--- config.mk ---
export PLATFORM = sky130hd
export DESIGN_NAME = neopixel_rx
export DESIGN_NICKNAME = d
export VERILOG_FILES = /design/src/rtl/neopixel_pkg.sv /design/src/rtl/neopixel_sync.sv /design/src/rtl/neopixel_rx.sv
export SDC_FILE = /design/constraint.sdc
export NUM_CORES = 1
export LEC_CHECK = 0
export CAP_MARGIN = 20
export CORE_UTILIZATION = 30
export CTS_BUF_LIST = sky130_fd_sc_hd__clkbuf_4
export DETAILED_ROUTE_END_ITERATION = 8
export PLACE_DENSITY = 0.59
export REMOVE_ABC_BUFFERS = 1
export SLEW_MARGIN = 30
export SYNTH_ARGS = -nofsm -noshare
export SYNTH_HDL_FRONTEND = slang
export SYNTH_SLANG_ARGS = --single-unit
--- constraint.sdc ---
create_clock -name clk -period 2.73 [get_ports clk]
set_clock_uncertainty 0.2 [all_clocks]
set_input_delay 0.6825 -clock clk [delete_from_list [all_inputs] [get_ports clk]]
set_output_delay 0.6825 -clock clk [all_outputs]
set_load 0.01 [all_outputs]
--- src/rtl/neopixel_pkg.sv ---
// Shared NeoPixel (WS2812) definitions: pixel word type, FSM state encoding
// and the 50 MHz timing constants used by both the receiver and transmitter.
package neopixel_pkg;

    localparam int unsigned PIXEL_W  = 24;
    localparam int unsigned INDEX_W  = 16;
    localparam int unsigned BITCNT_W = 5;

    // GRB word, first bit on the wire in bit 23
    typedef logic [PIXEL_W-1:0] pixel_t;

    // Nominal WS2812 waveform at 50 MHz (transmitter side)
    localparam int unsigned CLK_FREQ_HZ_50M = 50_000_000;
    localparam int unsigned T0H_CYC_50M     = 20;
    localparam int unsigned T0L_CYC_50M     = 43;
    localparam int unsigned T1H_CYC_50M     = 40;
    localparam int unsigned T1L_CYC_50M     = 22;

    // Receiver decode windows at 50 MHz
    localparam int unsigned MIN_HIGH_CYC_50M   = 10;
    localparam int unsigned BIT_THRESH_CYC_50M = 28;
    localparam int unsigned MAX_HIGH_CYC_50M   = 60;
    localparam int unsigned LATCH_CYC_50M      = 2500;

    typedef enum logic [1:0] {
        SYNC = 2'd0,
        LOW  = 2'd1,
        HIGH = 2'd2
    } rx_state_e;

    // Saturating pixel index increment
    function automatic logic [INDEX_W-1:0] index_inc(input logic [INDEX_W-1:0] idx);
        return (idx == '1) ? idx : idx + INDEX_W'(1);
    endfunction

endpackage

--- src/rtl/neopixel_sync.sv ---
// Two-flop synchronizer for the asynchronous one-wire input, followed by a
// registered copy of the synchronized level and registered edge pulses.
// Ports:
//   clk, reset : clock, synchronous active-high reset
//   din        : asynchronous serial input
//   line       : synchronized level (aligned with rise/fall)
//   rise, fall : one-cycle pulses on synchronized rising/falling edges
module neopixel_sync (
    input  logic clk,
    input  logic reset,
    input  logic din,
    output logic line,
    output logic rise,
    output logic fall
);

    logic meta;
    logic sync_q;

    // line is the previous value of sync_q, so edges compare the two
    always_ff @(posedge clk) begin
        if (reset) begin
            meta   <= 1'b0;
            sync_q <= 1'b0;
            line   <= 1'b0;
            rise   <= 1'b0;
            fall   <= 1'b0;
        end else begin
            meta   <= din;
            sync_q <= meta;
            line   <= sync_q;
            rise   <= sync_q & ~line;
            fall   <= ~sync_q & line;
        end
    end

endmodule

--- src/rtl/neopixel_rx.sv ---
// WS2812 one-wire receiver. Measures high-pulse widths to decode bits,
// assembles 24-bit GRB words MSB-first and presents them on a valid/ready
// port with a per-frame index. A long low time is a latch (end of frame).
// Ports:
//   clk, reset          : clock, synchronous active-high reset
//   neopixel_one_wire   : asynchronous serial data in
//   pixel_data          : decoded word
//   pixel_valid         : pixel_data holds an unconsumed word
//   pixel_ready         : consumer accepts the word
//   pixel_index         : index of pixel_data within its frame
//   frame_done          : one-cycle pulse on latch detection
//   overrun             : sticky, a decoded word was dropped
//   bit_err             : sticky, glitch or over-long high pulse seen
module neopixel_rx
    import neopixel_pkg::*;
#(
    parameter int unsigned CLK_FREQ_HZ    = CLK_FREQ_HZ_50M,
    parameter int unsigned MIN_HIGH_CYC   = MIN_HIGH_CYC_50M,
    parameter int unsigned BIT_THRESH_CYC = BIT_THRESH_CYC_50M,
    parameter int unsigned MAX_HIGH_CYC   = MAX_HIGH_CYC_50M,
    parameter int unsigned LATCH_CYC      = LATCH_CYC_50M
) (
    input  logic               clk,
    input  logic               reset,
    input  logic               neopixel_one_wire,
    output logic [PIXEL_W-1:0] pixel_data,
    output logic               pixel_valid,
    input  logic               pixel_ready,
    output logic [INDEX_W-1:0] pixel_index,
    output logic               frame_done,
    output logic               overrun,
    output logic               bit_err
);

    localparam int unsigned LCW = $clog2(LATCH_CYC + 1);
    localparam int unsigned HCW = $clog2(MAX_HIGH_CYC + 2);

    localparam logic [LCW-1:0] LATCH_MAX  = LCW'(LATCH_CYC);
    localparam logic [LCW-1:0] LATCH_LAST = LCW'(LATCH_CYC - 1);

    // hcnt holds (pulse length - 1) when the falling edge is seen
    localparam logic [HCW-1:0] HIGH_SAT = HCW'(MAX_HIGH_CYC + 1);
    localparam logic [HCW-1:0] HIGH_MIN = HCW'(MIN_HIGH_CYC - 1);
    localparam logic [HCW-1:0] HIGH_ONE = HCW'(BIT_THRESH_CYC - 1);
    localparam logic [HCW-1:0] HIGH_MAX = HCW'(MAX_HIGH_CYC);

    localparam logic [BITCNT_W-1:0] LAST_BIT = BITCNT_W'(PIXEL_W - 1);

    // Parameter sanity: windows ordered, latch at least 50 us
    if (MIN_HIGH_CYC == 0 || MIN_HIGH_CYC > BIT_THRESH_CYC ||
        BIT_THRESH_CYC > MAX_HIGH_CYC) begin : g_bad_window
        $error("neopixel_rx: high-pulse windows out of order");
    end
    if (LATCH_CYC < CLK_FREQ_HZ / 20_000) begin : g_bad_latch
        $error("neopixel_rx: LATCH_CYC shorter than 50 us");
    end

    logic line;
    logic rise;
    logic fall;

    neopixel_sync u_sync (
        .clk  (clk),
        .reset(reset),
        .din  (neopixel_one_wire),
        .line (line),
        .rise (rise),
        .fall (fall)
    );

    rx_state_e          state,       state_n;
    logic [LCW-1:0]     lcnt,        lcnt_n;
    logic [HCW-1:0]     hcnt,        hcnt_n;
    pixel_t             shreg,       shreg_n;
    logic [BITCNT_W-1:0] bitcnt,     bitcnt_n;
    logic               word_done,   word_done_n;
    logic [INDEX_W-1:0] word_cnt,    word_cnt_n;
    pixel_t             data_n;
    logic               valid_n;
    logic [INDEX_W-1:0] index_n;
    logic               frame_done_n;
    logic               overrun_n;
    logic               bit_err_n;
    logic               frame_clr;

    // State and output registers
    always_ff @(posedge clk) begin
        if (reset) begin
            state       <= SYNC;
            lcnt        <= '0;
            hcnt        <= '0;
            shreg       <= '0;
            bitcnt      <= '0;
            word_done   <= 1'b0;
            word_cnt    <= '0;
            pixel_data  <= '0;
            pixel_valid <= 1'b0;
            pixel_index <= '0;
            frame_done  <= 1'b0;
            overrun     <= 1'b0;
            bit_err     <= 1'b0;
        end else begin
            state       <= state_n;
            lcnt        <= lcnt_n;
            hcnt        <= hcnt_n;
            shreg       <= shreg_n;
            bitcnt      <= bitcnt_n;
            word_done   <= word_done_n;
            word_cnt    <= word_cnt_n;
            pixel_data  <= data_n;
            pixel_valid <= valid_n;
            pixel_index <= index_n;
            frame_done  <= frame_done_n;
            overrun     <= overrun_n;
            bit_err     <= bit_err_n;
        end
    end

    // Next-state, decode and handshake logic
    always_comb begin
        state_n      = state;
        lcnt_n       = lcnt;
        hcnt_n       = hcnt;
        shreg_n      = shreg;
        bitcnt_n     = bitcnt;
        word_done_n  = 1'b0;
        word_cnt_n   = word_cnt;
        data_n       = pixel_data;
        valid_n      = pixel_valid;
        index_n      = pixel_index;
        frame_done_n = 1'b0;
        overrun_n    = overrun;
        bit_err_n    = bit_err;
        frame_clr    = 1'b0;

        unique case (state)
            // Ignore the wire until one full latch of low time
            SYNC: begin
                if (line) begin
                    lcnt_n = '0;
                end else if (lcnt >= LATCH_LAST) begin
                    state_n   = LOW;
                    lcnt_n    = LATCH_MAX;
                    frame_clr = 1'b1;
                end else begin
                    lcnt_n = lcnt + LCW'(1);
                end
            end

            LOW: begin
                if (rise) begin
                    state_n = HIGH;
                    hcnt_n  = '0;
                end else if (lcnt != LATCH_MAX) begin
                    lcnt_n = lcnt + LCW'(1);
                    if (lcnt == LATCH_LAST) begin
                        frame_done_n = 1'b1;
                        frame_clr    = 1'b1;
                    end
                end
            end

            HIGH: begin
                if (fall) begin
                    // The falling-edge cycle is the first low cycle
                    lcnt_n = LCW'(1);
                    if (hcnt < HIGH_MIN || hcnt >= HIGH_MAX) begin
                        bit_err_n = 1'b1;
                        state_n   = SYNC;
                        shreg_n   = '0;
                        bitcnt_n  = '0;
                    end else begin
                        state_n = LOW;
                        shreg_n = {shreg[PIXEL_W-2:0], (hcnt >= HIGH_ONE)};
                        if (bitcnt == LAST_BIT) begin
                            bitcnt_n    = '0;
                            word_done_n = 1'b1;
                        end else begin
                            bitcnt_n = bitcnt + BITCNT_W'(1);
                        end
                    end
                end else if (hcnt != HIGH_SAT) begin
                    hcnt_n = hcnt + HCW'(1);
                end
            end

            default: state_n = SYNC;
        endcase

        if (pixel_valid && pixel_ready) begin
            valid_n = 1'b0;
        end

        // A completed word loads unless an unconsumed one is still held
        if (word_done) begin
            if (!pixel_valid || pixel_ready) begin
                data_n  = shreg;
                valid_n = 1'b1;
                index_n = word_cnt;
            end else begin
                overrun_n = 1'b1;
            end
            word_cnt_n = index_inc(word_cnt);
        end

        if (frame_clr) begin
            shreg_n    = '0;
            bitcnt_n   = '0;
            word_cnt_n = '0;
        end

        // A held word keeps its own index across the latch
        if (frame_done_n && !valid_n) begin
            index_n = '0;
        end
    end

endmodule

==> impl_results.md <==
* Outcome: complete, no violations
* CP required at 1850 ps
* Placed cell area at 5680 um2
* Clock slew at the register clock pins of the worst setup and hold paths at between 100 and 150 ps
* CTS Hold Buffers Added at 0
* Synth async-reset ratio at 0
* Final Wtd Congestion at just over 0.9
* Cells resized by post-CTS repair at 0
* Layout cell share with drive strength beyond 1 at 0.0831
* Pwr dens at 515 nW/um2
* Crit path DAT at 1490 ps
* Yosys warnings at 0
* Ports at 48
* Max-slew violations at 0
* Yosys top cell by area: dfxtp_1
* Worst-path maximum fanout at 2
* Mean Syn Cell Area at 8.05 um2
* Worst path max stage delay at 570 ps
* Post-route cell area at around 6000 um2
* Pleak at 1.95 nW
* Cts bufs inserted at 17
* Fmax at between 400 and 500 MHz
* Final period utilization at 0.870
* Mapped Cells at 618
* Seq/Total Area, Yosys at 0.463
* P_int at 2.34 mW
* Final hold viol count at 0
* Starting Density at 0.310
* # port buffers at 47
* Fillers at 1653
* Die area at 17100 um2
* CP Capture Type: output pin
* Initial DRC Count at 291
* Post-synth EDFFs at 0
* Commonest non-fill, non-tap cell in the layout: nand2_1
* DRC viols at 0
* Sequential share of power at 0.548
* Initial antenna violation count at 0
* Root buffer cell: clkbuf_4
* Top delay family on crit path: buffers and inverters
* Comb pwr share at 0.021
* CTS tree: done
* N_diodes at 0
* Crit Path Category: register to output pin
* Yosys cell types at 56
* CP startpoint kind: register
* Max cap viols at 0
* Routed via count at 4357
* Die span in y at 131 um
* Post-layout nets at 676
* Most frequent cells in the layout: nand2_1 (132), dfxtp_1 (115), a21oi_1 (88)
* Tmin final at 2380 ps
* WL final at 11.2 mm
* Remaining global-route overflow at 0
* Via count of the first global-routing pass at 4138
* Max VDD drop at 0.239 mV
* DRT Pass-1 Iters at 4
* Clock sink total at 115
* Setup TNS at 0 ps
* Psw at 0.742 mW
* Core ar. at approximately 16000 um2
* Post-CTS Setup Inserts at 0
* First-pass GRT wire length at 19.0 mm
* Synth top area cells: dfxtp_1 (46%), nand2_1 (10%), a21oi_1 (8.9%)
* Crit-path slowest cell: clkdlybuf4s50_1
* Die width at 131 um
* Worst slack after detailed placement at 344 ps
* Htree depth at 4
* Slew margin rel. at 0.570
* Area grow syn2layout at 20.4%
* Post-Route Utilization at 0.373
* Synth top area share at 0.463
* Vias per cell at roughly 4.9
* Worst slew pin tran at between 600 and 700 ps
* Main synth FF type: dfxtp_1
* CTS Buffer Depth at 2
* Hold Path Class: register to register
* PnR worst setup slack at 354 ps
* ANT nets after route at 0
* Mapped Area at 4980 um2
* Largest net degree at the start of global routing at between 40 and 50
* R2r setup slk at 400 ps
* Buf/Inv on CP at 1
* Yosys reg bits at 115
* Worst-Skew Late Latency at roughly 510 ps
* Mean routed wirelength per cell at 12.6 um
* Clock share of power at 0.432
* Hold slack final at 235 ps
* CP Cell Sequence: clkdlybuf4s50_1
* RSZ-0062 raised after global routing: false
* Switching part of the total at 0.240
* Total GRT Usage at 0.142
* Dpl hpwl at 7.89 mm
* Num rows at 46
* Final setup violation count at 0
==> stage by stage <==
step / total power, mW / instances
after global routing: 3.22 / 890
final: 3.09 / 890
after detailed placement: 1.79 / 858
after floorplan: 1.76 / 584
after global placement: 1.79 / 858
after CTS: 3.13 / 890
==> cell type report <==
type	instances	area (um2)	share of cell area
well taps	216	270	0.0451
clock buffers	17	128	0.0213
repair buffers	58	573	0.0957
multi-input cells	452	2470	0.413
clock inverters	15	179	0.0299
inverters	17	63.8	0.0107
flip-flops and latches	115	2300	0.384
==> path summary, 6_finish.rpt <==
check	startpoint	depth (start not counted)	endpoint
max	pixel_data[1]	1	pixel_data[1]
min	u_sync.sync_q	1	u_sync.fall
max reg2reg	state[0]	7	lcnt[10]
min reg2reg	u_sync.sync_q	1	u_sync.fall
==> power by group through the flow <==
stage / combinational (mW) / sequential [mW] / clock [mW]
finish: 0.0636 / 1.69 / 1.33
global route: 0.0713 / 1.69 / 1.46
CTS: 0.0643 / 1.69 / 1.37
detailed placement: 0.0643 / 1.73 / 0
global placement: 0.0627 / 1.73 / 0
floorplan: 0.0319 / 1.73 / 0
==> logic make-up after synthesis <==
kind of cell,after synthesis,synth area share
AOI/OAI and AO/OA,131,0.154
DFF,115,0.463
muxes,3,0.00603
buffers and inverters,51,0.0415
and+or+nand+nor,292,0.282
adders and majority gates,11,0.0277
xor gates and xnor gates,15,0.0264
==> registers in the layout, summed over array words and instances (netlist names) <==
name           cells
u_sync.rise        1
pixel_data        24
u_sync.sync_q      1
lcnt              12
pixel_valid        1
u_sync.line        1
frame_done         1
word_done          1
bitcnt             5
word_cnt          16
pixel_index       16
u_sync.fall        1
hcnt               6
u_sync.meta        1
overrun            1
shreg             24
state              2
bit_err            1
==> layer usage <==
metal / global-route usage / up-vias / routed length (um)
met5: 0 / - / 0
met2: 0.233 / 86 / 5240
met3: 0.0428 / 15 / 522
met4: 0.0507 / 0 / 141
li1: - / 2229 / -
met1: 0.175 / 2027 / 5330
==> Yosys cell counts, types with 2 or more instances <==
cell type    n
a21oi_1     88
clkbuf_1    21
ha_1        11
nor3b_1      3
xnor2_1     11
nor3_1      12
o211ai_1     5
nand4b_1     4
nand2b_1     4
mux2i_1      3
or2_1        2
and4_1       4
nor4_1       3
and3_1       4
nor2b_1      7
nand2_1    132
a211oi_1     6
nand4_1     13
a21o_1       2
o31a_1       2
xor2_1       4
nor2_2       2
o21ai_0      8
or4_1        2
a31oi_1      3
dfxtp_1    115
o21ai_1      2
o32ai_1      4
nor2_1      39
inv_1       17
or3_1        3
nand3_1     41
and2_1       8
buf_2       11
(Power assumes the default switching activity.)
